<file path="config.mk">
export PLATFORM = sky130hd
export DESIGN_NAME = regfile_wb_arbiter
export DESIGN_NICKNAME = d
export VERILOG_FILES = /design/src/rtl/regfile_wb_arbiter.sv
export SDC_FILE = /design/constraint.sdc
export NUM_CORES = 1
export LEC_CHECK = 0
export ABC_AREA = 1
export BUFFER_PORTS_ARGS = -buffer_cell sky130_fd_sc_hd__buf_2
export CAP_MARGIN = 20
export CORE_ASPECT_RATIO = 0.8
export CORE_MARGIN = 2
export CORE_UTILIZATION = 40
export CTS_CLUSTER_SIZE = 8
export DETAILED_ROUTE_END_ITERATION = 6
export PLACE_DENSITY = 0.77
export SYNTH_ARGS = -nofsm -noshare
export SYNTH_HDL_FRONTEND = slang
export SYNTH_SLANG_ARGS = --single-unit
</file>
<file path="constraint.sdc">
create_clock -name clk -period 2.7 [get_ports clk]
set_input_delay 0.27 -clock clk [delete_from_list [all_inputs] [get_ports clk]]
set_output_delay 0.27 -clock clk [all_outputs]
set_load 0.01 [all_outputs]
</file>
<file path="src/rtl/regfile_wb_arbiter.sv">
`default_nettype none
// ============================================================================
// Module      : regfile_wb_arbiter
// Description : Two-port write-back arbiter for the single register_file
//               write port. Each producer has a one-entry buffer. One write
//               per cycle is granted: an older entry wins when both target
//               the same register, otherwise a round-robin pointer decides.
//               A per-register pending mask exposes in-flight writes.
//               Optional build macro REGFILE_WB_ARB_STATS_EN adds grant and
//               conflict counters.
// Revision    : 1.0 - initial release
// ============================================================================
module regfile_wb_arbiter #(
    parameter int DATA_WIDTH     = 32,
    parameter int REG_ADDR_WIDTH = 5
) (
    input  logic                          clk,
    input  logic                          rst,
    input  logic                          req0_valid,
    output logic                          req0_ready,
    input  logic [REG_ADDR_WIDTH-1:0]     req0_reg,
    input  logic [DATA_WIDTH-1:0]         req0_data,
    input  logic                          req1_valid,
    output logic                          req1_ready,
    input  logic [REG_ADDR_WIDTH-1:0]     req1_reg,
    input  logic [DATA_WIDTH-1:0]         req1_data,
    output logic                          wr_en,
    output logic [REG_ADDR_WIDTH-1:0]     wr_reg,
    output logic [DATA_WIDTH-1:0]         wr_data,
    output logic [2**REG_ADDR_WIDTH-1:0]  pending_mask
`ifdef REGFILE_WB_ARB_STATS_EN
    ,
    output logic [31:0]                   stat_grant0,
    output logic [31:0]                   stat_grant1,
    output logic [31:0]                   stat_conflict
`endif
);

    localparam int                        c_NUM_REGS = 2**REG_ADDR_WIDTH;
    localparam logic [REG_ADDR_WIDTH-1:0] c_REG_ZERO = '0;

    // Buffered entries, age flag (1: buffer 1 holds the older entry) and
    // round-robin pointer (port that wins a different-register conflict).
    logic                      r_buf0_valid;
    logic [REG_ADDR_WIDTH-1:0] r_buf0_reg;
    logic [DATA_WIDTH-1:0]     r_buf0_data;
    logic                      r_buf1_valid;
    logic [REG_ADDR_WIDTH-1:0] r_buf1_reg;
    logic [DATA_WIDTH-1:0]     r_buf1_data;
    logic                      r_buf1_older;
    logic                      r_rr_ptr;

    logic w_grant0;
    logic w_grant1;
    logic w_load0;
    logic w_load1;

    // Grant selection; reset suppresses any grant so nothing commits on a reset edge.
    always_comb begin
        w_grant0 = 1'b0;
        w_grant1 = 1'b0;
        if (!rst) begin
            if (r_buf0_valid && r_buf1_valid) begin
                if (r_buf0_reg == r_buf1_reg) begin
                    w_grant0 = !r_buf1_older;
                    w_grant1 = r_buf1_older;
                end else begin
                    w_grant0 = !r_rr_ptr;
                    w_grant1 = r_rr_ptr;
                end
            end else begin
                w_grant0 = r_buf0_valid;
                w_grant1 = r_buf1_valid;
            end
        end
    end

    assign req0_ready = !r_buf0_valid || w_grant0;
    assign req1_ready = !r_buf1_valid || w_grant1;

    // Writes to x0 are accepted but never enter a buffer.
    assign w_load0 = req0_valid && req0_ready && (req0_reg != c_REG_ZERO);
    assign w_load1 = req1_valid && req1_ready && (req1_reg != c_REG_ZERO);

    // Drive the register file write port from the granted buffer.
    always_comb begin
        wr_en   = 1'b0;
        wr_reg  = '0;
        wr_data = '0;
        if (w_grant0) begin
            wr_en   = 1'b1;
            wr_reg  = r_buf0_reg;
            wr_data = r_buf0_data;
        end else if (w_grant1) begin
            wr_en   = 1'b1;
            wr_reg  = r_buf1_reg;
            wr_data = r_buf1_data;
        end
    end

    // Buffer fill/drain, round-robin pointer and age tracking.
    always_ff @(posedge clk) begin
        if (rst) begin
            r_buf0_valid <= 1'b0;
            r_buf0_reg   <= '0;
            r_buf0_data  <= '0;
            r_buf1_valid <= 1'b0;
            r_buf1_reg   <= '0;
            r_buf1_data  <= '0;
            r_buf1_older <= 1'b0;
            r_rr_ptr     <= 1'b0;
        end else begin
            if (w_load0) begin
                r_buf0_valid <= 1'b1;
                r_buf0_reg   <= req0_reg;
                r_buf0_data  <= req0_data;
            end else if (w_grant0) begin
                r_buf0_valid <= 1'b0;
            end

            if (w_load1) begin
                r_buf1_valid <= 1'b1;
                r_buf1_reg   <= req1_reg;
                r_buf1_data  <= req1_data;
            end else if (w_grant1) begin
                r_buf1_valid <= 1'b0;
            end

            // Pointer moves to the port that lost this grant.
            if (w_grant0 || w_grant1) begin
                r_rr_ptr <= w_grant0;
            end

            // Simultaneous loads make port 0 older; a single load is younger
            // than whatever the other buffer already holds.
            if (w_load0 && w_load1) begin
                r_buf1_older <= 1'b0;
            end else if (w_load0) begin
                r_buf1_older <= 1'b1;
            end else if (w_load1) begin
                r_buf1_older <= 1'b0;
            end
        end
    end

    // Pending mask: one comparator pair per register, x0 tied low.
    for (genvar r = 0; r < c_NUM_REGS; r++) begin : g_mask
        if (r == 0) begin : g_zero
            assign pending_mask[r] = 1'b0;
        end else begin : g_cmp
            assign pending_mask[r] =
                (r_buf0_valid && (r_buf0_reg == REG_ADDR_WIDTH'(r))) ||
                (r_buf1_valid && (r_buf1_reg == REG_ADDR_WIDTH'(r)));
        end
    end

`ifdef REGFILE_WB_ARB_STATS_EN
    // Free-running statistics counters, wrapping at 2^32.
    always_ff @(posedge clk) begin
        if (rst) begin
            stat_grant0   <= 32'd0;
            stat_grant1   <= 32'd0;
            stat_conflict <= 32'd0;
        end else begin
            if (w_grant0) begin
                stat_grant0 <= stat_grant0 + 32'd1;
            end
            if (w_grant1) begin
                stat_grant1 <= stat_grant1 + 32'd1;
            end
            if (r_buf0_valid && r_buf1_valid) begin
                stat_conflict <= stat_conflict + 32'd1;
            end
        end
    end
`endif

endmodule
`default_nettype wire

</file>
==> flow_summary_export.csv, run 1 <==
group,metric,value,unit
detailed_routing,dr.pass1.iters,6,
placed_design,hpwl,9770,um
critical_path,cpMaxStageDelayCell,"dfxtp_1",
yosys,synth_most_common_cell,"nand2_1",
yosys,yosys_register_bits,78,
cells_and_area,layout.area.seq,1570,sq um
cells_and_area,finalNetCount,878,
yosys,synth_flop_cell,"dfxtp_1",
floorplanning,floorplan.initialDensity,41.0,%
critical_path,crit_chain,"inv_1, nand2_1, nand2_1, nor2_2, nand3_2, nand2_1, nand3_1, nand2_2, clkinv_1, buf_8, nand2_1, nand2_1, buf_2",
detailed_routing,wl_per_cell,14.8,um
detailed_routing,wirelength,14000,um
critical_path,crit_buf_inv,4,
global_route,use_met3,4.32,%
yosys,syn_inst,679,
sta,finalHoldViolations,0,
detailed_routing,num_vias,4971,
yosys,yosys.area.top_type_share,35.1,%
cells_and_area,nFillCells,1079,
cells_and_area,drive_above_1_share,24.1,%
critical_path,cp.arrival,2.24,ns
status,status,"completed",
clock_network,cts_hold_buf,0,
critical_path,critPathLaunchType,"flip-flop",
global_route,grt_max_degree,60,
sta,fin_crit_sh,92.9,%
clock_network,cts_made_buffers,9,
floorplanning,ios,150,
critical_path,path_delay_family,"simple AND/OR/NAND/NOR gates",
clock_network,clk_pin_slew,0.06,ns
power_and_ir_drop,peakVddDrop,404,uV
yosys,synth_common_cells,"196 x nand2_1, 93 x nor2_1, 78 x dfxtp_1",
detailed_routing,drt_iter0_markers,459,
global_route,grt_usage,22.9,%
yosys,yosys.area.top_type,"dfxtp_1",
clock_network,clock_latency,0.34,ns
clock_network,cts-root-buf,"clkbuf_16",
global_route,grt_pass1_vias,4359,
global_route,grt_util_met1,35.8,%
placed_design,place.gp.congestion,0.941,
cells_and_area,final_util,52.1,%
yosys,avgSynthCellArea,6.55,sq um
power_and_ir_drop,power_leakage,2.80,nW
critical_path,criticalPathCategory,"reg2out",
floorplanning,rows,34,
placed_design,port_buffers,148,
global_route,busiest_layer,"met1",
yosys,yosysUniqueCellTypes,26,
critical_path,endpoint_kind,"output pin",
cells_and_area,final_cells,950,
detailed_routing,ant_nets,0,
cells_and_area,area_growth,26.9,%
critical_path,worstPathMaxFanout,34,
clock_network,cts_sinks,78,
critical_path,worst_path_most_repeated_cell,"nand2_1",
global_route,grt-ovfl-total,0,
detailed_routing,viasPerCell,5.23,
placed_design,place_inst,933,
yosys,synth-seq-area-share,35.1,%
run,cap_violations,0,
detailed_routing,drc,0,
yosys,synthTopCellsByArea,"dfxtp_1 35%, nand2_1 17%, nand3b_1 11%",
floorplanning,die_y,98.3,um
sta,worst_hold_slack,0.198,ns
sta,timing.fmax,0.398,GHz
sta,relSlewSlack,57.4,%
yosys,synth_enable_flop_cells,0,
sta,clock_skew,0.00539,ns
floorplanning,die_w,122,um
min_path,min_path_type,"in2reg",
sta,drv_slew,0,
floorplanning,core,10800,sq um
sta,max_slew.worst_pin.slew,0.631,ns
critical_path,required,2.43,ns
sta,setup_viol,0,
global_route,antenna_found_initial,1,
clock_network,cts_tree,"done",
critical_path,critPathMaxStageDelay,0.43,ns
global_route,grt_pass1_wl,22000,um
power_and_ir_drop,pwr_density_cell,622,nW/um^2
yosys,async_flop_share,0,%
clock_network,cts.path.max_buffers,2,
floorplanning,die_area,12000,sq um
sta,fin_tns_setup,0,ns
critical_path,rrSetupSlack,0.48,ns
yosys,synth_warnings,0,
cells_and_area,multiInputGateArea,2510,sq um
cells_and_area,layout_top_registers,"r_buf0_data: 32 flops, r_buf1_data: 32 flops",
global_route,met2_usage,31.9,%
clock_network,cts_max_level,3,
yosys,syn_area,4450,sq um
sta,rsz0062_at_grt,"no",
yosys,synth_nets,757,
sta,period_needed,2.51,ns
==> path summary, 6_finish.rpt <==
path | cells after the start | end | start
setup / recovery | 13 | wr_data[29] | r_buf1_reg[1]$_SDFFE_PP0P_
setup reg to reg | 12 | r_buf1_data[11]$_SDFFE_PP0P_ | r_buf1_reg[1]$_SDFFE_PP0P_
hold / removal | 3 | r_buf0_reg[2]$_SDFFE_PP0P_ | req0_reg[2]
hold reg to reg | 2 | r_buf1_older$_SDFFE_PP0P_ | r_buf1_older$_SDFFE_PP0P_
==> placed cells by master, fill, tap and decap left out, drive strengths merged <==
cell type / instances
nand3: 39
nand4: 3
clkbuf: 11
o31ai: 1
a21oi: 75
dfxtp: 78
o22ai: 34
xnor2: 1
o41ai: 2
clkinv: 2
inv: 26
nor2: 95
o21ai: 2
nand2: 201
conb: 1
diode: 1
bufinv: 4
nand3b: 68
buf: 162
==> report_power, final <==
part           total (mW)  internal (mW)  switching [mW]
Clock                1.53           1.05           0.481
Combinational       0.653          0.252           0.401
Sequential           1.33           1.25          0.0747
Total                3.51           2.56           0.957
==> through the flow <==
| stage | instance area (sq um) | setup WS (ns) | power (mW) |
|---|---|---|---|
| 3_5_place_dp | 5250 | 0.470 | 1.99 |
| 3_3_place_gp | 5250 | 0.497 | 1.98 |
| 6_report | 5650 | 0.191 | 3.51 |
| 2_1_floorplan | 4450 | 0.865 | 1.79 |
| 5_1_grt | 5650 | 0.0221 | 3.68 |
| 4_1_cts | 5630 | 0.0892 | 3.52 |
==> metal layers <==
metal | wire length, um | share of wire, % | vias up
li1 | - | - | 2493
met5 | 0 | 0 | -
met1 | 6980 | 50 | 2223
met3 | 1050 | 7.4 | 27
met2 | 5730 | 41 | 228
met4 | 289 | 2.1 | 0
==> layout make-up <==
cell class,count,share of cell area (%)
Clock buffer,11,4.47
Sequential cell,78,27.7
Antenna cell,1,0.0443
Multi-Input combinational cell,522,44.5
Timing Repair Buffer,162,16.0
Clock inverter,5,2.28
Inverter,27,1.79
Tap cell,144,3.19
==> kinds of logic after synthesis <==
family,Yosys count,synth area share (%)
and+or+nand+nor,406,42.2
other,1,0.0843
AOI/OAI and AO/OA,114,14.0
DFF,78,35.1
xor gates and xnor gates,1,0.197
buffers and inverters,79,8.46
==> tightest hold or removal path: stages <==
cell	delay, ns
buf_2	0.10
nor2_1	0.04
nor2_1	0.08
==> repair_timing <==
action | CTS | global route
resized for setup | 0 | 5
setup endpoints to repair | 0 | 33
setup buffers | 0 | 0
(Power assumes the default switching activity.)
==> run 2: changes to the inputs <==
--- a/config.mk
+++ b/config.mk
@@ -10,10 +10,10 @@
 export CAP_MARGIN = 20
 export CORE_ASPECT_RATIO = 0.8
 export CORE_MARGIN = 2
-export CORE_UTILIZATION = 40
+export CORE_UTILIZATION = 55
 export CTS_CLUSTER_SIZE = 8
 export DETAILED_ROUTE_END_ITERATION = 6
-export PLACE_DENSITY = 0.77
+export PLACE_DENSITY = 0.95
 export SYNTH_ARGS = -nofsm -noshare
 export SYNTH_HDL_FRONTEND = slang
 export SYNTH_SLANG_ARGS = --single-unit
==> flow_summary_export.csv, run 2 (synthesized netlist as in run 1, its figures left out) <==
group,metric,value,unit
sta,timing.fmax,0.400,GHz
critical_path,crit_chain,"inv_1, nand2_1, nand2_1, nor2_2, nand3_2, nand2_1, nand3_1, nand2_2, clkinv_1, buf_6, nand2_1, nand2_1, buf_2",
placed_design,placed_area,5170,sq um
sta,fin_crit_sh,92.6,%
critical_path,critPathLaunchType,"flip-flop",
global_route,grt_pass1_vias,4334,
cells_and_area,area_growth,21.2,%
sta,drv_slew,0,
critical_path,endpoint_kind,"output pin",
floorplanning,ios,150,
clock_network,cts_tree,"done",
min_path,min_path_type,"in2reg",
floorplanning,core,7870,sq um
cells_and_area,final_util,68.5,%
sta,rsz0062_at_grt,"no",
detailed_routing,drc,0,
floorplanning,rows,29,
clock_network,cts.path.max_buffers,2,
global_route,grt_pass1_wl,21400,um
sta,fin_tns_setup,0,ns
sta,finalHoldViolations,0,
sta,max_slew.worst_pin.slew,0.743,ns
critical_path,cp.arrival,2.23,ns
detailed_routing,drt_iter0_markers,676,
critical_path,required,2.43,ns
sta,period_needed,2.50,ns
detailed_routing,wirelength,13500,um
clock_network,clk_pin_slew,0.09,ns
clock_network,clock_latency,0.35,ns
sta,setup_viol,0,
critical_path,crit_buf_inv,4,
detailed_routing,num_vias,5069,
global_route,grt-ovfl-total,0,
global_route,grt_max_degree,73,
detailed_routing,viasPerCell,5.56,
critical_path,cpMaxStageDelayCell,"dfxtp_1",
clock_network,cts-root-buf,"clkbuf_8",
cells_and_area,final_cell_mix,"196 x nand2_1, 148 x buf_2, 92 x nor2_1",
run,cap_violations,0,
placed_design,port_buffers,148,
detailed_routing,dr.pass1.iters,6,
power_and_ir_drop,pwr_density_cell,542,nW/um^2
global_route,antenna_found_initial,1,
cells_and_area,final_cell_area,5390,sq um
floorplanning,die_area,8830,sq um
global_route,grt_usage,29.7,%
placed_design,hpwl,9250,um
detailed_routing,wl_per_cell,14.8,um
clock_network,cts_sinks,78,
clock_network,cts_setup_buffers,0,
power_and_ir_drop,power_leakage,2.70,nW
placed_design,place.gp.congestion,0.939,
status,status,"completed",
clock_network,cts_made_buffers,9,
detailed_routing,ant_nets,0,
floorplanning,floorplan.initialDensity,56.5,%
critical_path,criticalPathCategory,"reg2out",
floorplanning,die_y,84.4,um
cells_and_area,finalNetCount,876,
cells_and_area,layout_commonest_cell,"nand2_1",
cells_and_area,drive_above_1_share,23.8,%
critical_path,worst_path_most_repeated_cell,"nand2_1",
power_and_ir_drop,peakVddDrop,314,uV
critical_path,critPathMaxStageDelay,0.43,ns
sta,clock_skew,0.0111,ns
sta,relSlewSlack,50.5,%
power_and_ir_drop,power,2.92,mW
clock_network,cts_max_level,3,
floorplanning,die_w,105,um
critical_path,worstPathMaxFanout,34,
critical_path,path_delay_family,"simple AND/OR/NAND/NOR gates",
cells_and_area,layout_top_registers,"r_buf0_data: 32 flops, r_buf1_data: 32 flops",
cells_and_area,nFillCells,683,
sta,worst_hold_slack,0.201,ns
-- run 2: changes by cell type in the layout (fill, tap and decap cells not counted), sizes merged --
cell / before / now
clkinv: 2 / 3
clkinvlp: 0 / 1
inv: 26 / 27
buf: 162 / 160
bufinv: 4 / 2
clkbuf: 11 / 9
-- run 2: report_power, final --
part	internal [mW]	total (mW)	switching (mW)	leakage (nW)
combinational	0.245	0.651	0.405	1.95
sequential	1.25	1.33	0.0730	0.648
clock	0.516	0.947	0.431	0.105
-- run 2: worst paths after layout --
kind | startpoint | to | slack (ns) | cells after the start
setup / recovery | r_buf0_reg[1]$_SDFFE_PP0P_ | wr_data[26] | 0.20 | 13
hold / removal | rst | r_buf1_valid$_SDFFE_PP0P_ | 0.20 | 2
setup reg to reg | r_buf0_reg[1]$_SDFFE_PP0P_ | r_buf0_data[15]$_SDFFE_PP0P_ | 0.39 | 12
hold reg to reg | r_buf1_older$_SDFFE_PP0P_ | r_buf1_older$_SDFFE_PP0P_ | 0.49 | 2
-- run 2: routing by layer --
layer  GRT usage [%]  vias up  part of all wire [%]
met1            45.0     2328                    46
met2            43.1      240                    42
met4            6.51        0                   1.5
met3            6.68       20                    10
li1                -     2481                     -
met5               0        -                     0
-- run 2: timing repair --
| action | in CTS | in global routing |
|---|---|---|
| endpoints found under the hold margin | 0 | 0 |
| hold buffers | 0 | 0 |
| resized for setup | 0 | 5 |
| endpoints found under the setup margin | 0 | 33 |
-- run 2: layout make-up --
type / instances / area [sq um] / area share, %
multi-input cells: 522 / 2510 / 46.6
flip-flops and latches: 78 / 1570 / 29.0
repair buffers: 160 / 863 / 16.0
well taps: 108 / 135 / 2.51
clock buffers: 9 / 124 / 2.30
inverters: 27 / 101 / 1.88
clock inverters: 6 / 86.3 / 1.60
diodes: 1 / 2.50 / 0.0464
-- run 2: through the flow --
| stage | worst slack (ns) | cells |
|---|---|---|
| 6_report | 0.201 | 911 |
| 5_1_grt | 0.00197 | 910 |
| 4_1_cts | 0.137 | 910 |
| 3_5_place_dp | 0.454 | 895 |
| 3_3_place_gp | 0.524 | 895 |
| 2_1_floorplan | 0.865 | 679 |
==> run 3: changes to the inputs <==
--- a/config.mk
+++ b/config.mk
@@ -8,9 +8,11 @@
 export ABC_AREA = 1
 export BUFFER_PORTS_ARGS = -buffer_cell sky130_fd_sc_hd__buf_2
 export CAP_MARGIN = 20
+export CELL_PAD_IN_SITES_DETAIL_PLACEMENT = 0
+export CELL_PAD_IN_SITES_GLOBAL_PLACEMENT = 2
 export CORE_ASPECT_RATIO = 0.8
 export CORE_MARGIN = 2
-export CORE_UTILIZATION = 55
+export CORE_UTILIZATION = 28
 export CTS_CLUSTER_SIZE = 8
 export DETAILED_ROUTE_END_ITERATION = 6
 export PLACE_DENSITY = 0.95
==> flow_summary_export.csv, run 3 (synthesized netlist as in run 1, its figures left out) <==
group,metric,value,unit
sta,timing.fmax,0.403,GHz
sta,fin_tns_setup,0,ns
detailed_routing,wl_per_cell,14.9,um
global_route,antenna_found_initial,1,
critical_path,critPathMaxStageDelay,0.47,ns
power_and_ir_drop,comb_power_share,20.3,%
critical_path,required,2.43,ns
floorplanning,rows,41,
cells_and_area,finalNetCount,882,
cells_and_area,nFillCells,1741,
min_path,min_path_type,"in2reg",
detailed_routing,viasPerCell,4.73,
power_and_ir_drop,pwr_density_cell,574,nW/um^2
floorplanning,core,15600,sq um
cells_and_area,multiInputGateArea,2520,sq um
detailed_routing,ant_nets,0,
sta,finalHoldViolations,0,
sta,max_slew.worst_pin.slew,0.748,ns
critical_path,cp.arrival,2.21,ns
global_route,grt_usage,17.3,%
global_route,grt-ovfl-total,0,
min_path,min-delay-start,"req0_reg[2]",
critical_path,critPathLaunchType,"flip-flop",
detailed_routing,dr.pass1.iters,5,
floorplanning,floorplan.initialDensity,28.4,%
min_path,holdPathStages,3,
cells_and_area,layout.area.seq,1570,sq um
critical_path,reg2reg_to,"r_buf1_data[28]$_SDFFE_PP0P_",
power_and_ir_drop,peakVddDrop,284,uV
sta,period_needed,2.48,ns
placed_design,hpwl,10600,um
floorplanning,ios,150,
clock_network,cts.path.max_buffers,2,
cells_and_area,area_growth,27.4,%
detailed_routing,num_vias,4843,
global_route,grt_pass1_vias,4327,
status,status,"completed",
power_and_ir_drop,p_int,2.29,mW
sta,relSlewSlack,50.2,%
floorplanning,die_area,16900,sq um
cells_and_area,layout_top_registers,"r_buf0_data: 32 flops, r_buf1_data: 32 flops",
sta,fin_crit_sh,91.8,%
clock_network,cts_sinks,78,
power_and_ir_drop,switchingPower,963,uW
detailed_routing,drt_iter0_markers,379,
critical_path,worst_path_most_repeated_cell,"nand2_1",
critical_path,worstReg2RegStart,"r_buf0_reg[0]$_SDFFE_PP0P_",
critical_path,worstPathMaxFanout,34,
run,cap_violations,0,
critical_path,crit_chain,"nand2_1, inv_1, nor2_1, nor2_2, nand3_2, nand2_1, nand3_1, nand2_2, clkinv_1, buf_6, nand2_1, nand2_1, buf_2",
cells_and_area,drive_above_1_share,24.5,%
placed_design,port_buffers,148,
cells_and_area,final_util,36.2,%
clock_network,clock_latency,0.33,ns
power_and_ir_drop,p_seq_share,40.8,%
global_route,grt_max_degree,74,
power_and_ir_drop,power_leakage,2.77,nW
critical_path,r2r_cells,13,
critical_path,crit_buf_inv,4,
power_and_ir_drop,clkPwrFrac,38.9,%
clock_network,cts-root-buf,"clkbuf_16",
clock_network,cts_max_level,3,
clock_network,cts_made_buffers,9,
sta,rsz0062_at_grt,"no",
power_and_ir_drop,p_sw_share,29.6,%
clock_network,cts_tree,"done",
detailed_routing,drc,0,
min_path,min_to,"r_buf0_reg[2]$_SDFFE_PP0P_",
floorplanning,die_w,145,um
sta,drv_slew,0,
sta,setup_viol,0,
global_route,grt_pass1_wl,23200,um
cells_and_area,final_cell_mix,"196 x nand2_1, 148 x buf_2, 92 x nor2_1",
critical_path,cpMaxStageDelayCell,"dfxtp_1",
critical_path,path_delay_family,"simple AND/OR/NAND/NOR gates",
cells_and_area,layout_commonest_cell,"nand2_1",
critical_path,crit_cells,13,
critical_path,rrSetupSlack,0.50,ns
clock_network,clk_pin_slew,0.06,ns
sta,clock_skew,0.00551,ns
critical_path,endpoint_kind,"output pin",
detailed_routing,wirelength,15200,um
floorplanning,die_y,117,um
critical_path,criticalPathCategory,"reg2out",
placed_design,place.gp.congestion,0.837,
[run 3: metal layers]
metal  part of all wire (%)  global-route usage, %  routed length (um)  vias up
li1                       -                      -                   -     2505
met1                     52                   26.2                7970     2172
met2                     41                   24.3                6260      148
met3                    5.3                   3.79                 811       18
met4                    1.3                   4.62                 200        0
met5                      0                      0                   0        -
[run 3: worst max path at each step]
stage | startpoint | end
floorplan | r_buf0_reg[3]$_SDFFE_PP0P_ | wr_data[0]
CTS | r_buf0_reg[1]$_SDFFE_PP0P_ | req0_ready
detailed placement | r_buf0_reg[1]$_SDFFE_PP0P_ | req0_ready
finish | r_buf0_reg[0]$_SDFFE_PP0P_ | wr_data[29]
global route | r_buf0_reg[0]$_SDFFE_PP0P_ | wr_data[28]
global placement | r_buf0_reg[1]$_SDFFE_PP0P_ | req0_ready
[run 3: worst register-to-register path, delay by kind of cell (launching register included)]
family                 cells  cell delay (ns)
buffers and inverters      2             0.39
flip-flops                 1             0.47
AND/OR/NAND/NOR           11             1.29
[run 3: final cells by class]
| cell class | count | share of cell area, % |
|---|---|---|
| clock buffers | 12 | 4.70 |
| diodes | 1 | 0.0441 |
| multi-input cells | 523 | 44.5 |
| flip-flops and latches | 78 | 27.6 |
| clock inverters | 3 | 0.750 |
| inverters | 27 | 1.79 |
| well taps | 215 | 4.75 |
| repair buffers | 165 | 15.8 |
[run 3: per-stage QoR]
stage / setup WS [ns] / hold WS (ns) / instance area (sq um) / power (mW) / cells
global route: 0.000667 / 0.192 / 5670 / 3.42 / 1024
global placement: 0.417 / 0.463 / 5320 / 2.00 / 1004
floorplan: 0.865 / 0.339 / 4450 / 1.79 / 679
detailed placement: 0.378 / 0.470 / 5320 / 2.00 / 1004
CTS: 0.0137 / 0.192 / 5630 / 3.26 / 1019
finish: 0.220 / 0.207 / 5670 / 3.26 / 1024
[run 3: timing repair]
action | 4_1_cts | 5_1_grt
hold buffers | 0 | 0
buffers inserted | 0 | 3
endpoints found under the setup margin | 0 | 21
gates resized for setup | 0 | 5
[run 3: power groups by stage]
stage          logic [mW]  clock network [mW]  registers [mW]
2_1_floorplan       0.466                   0            1.33
3_3_place_gp        0.648                   0            1.35
3_5_place_dp        0.647                   0            1.35
4_1_cts             0.650                1.29            1.32
5_1_grt             0.746                1.34            1.34
6_report            0.662                1.27            1.33
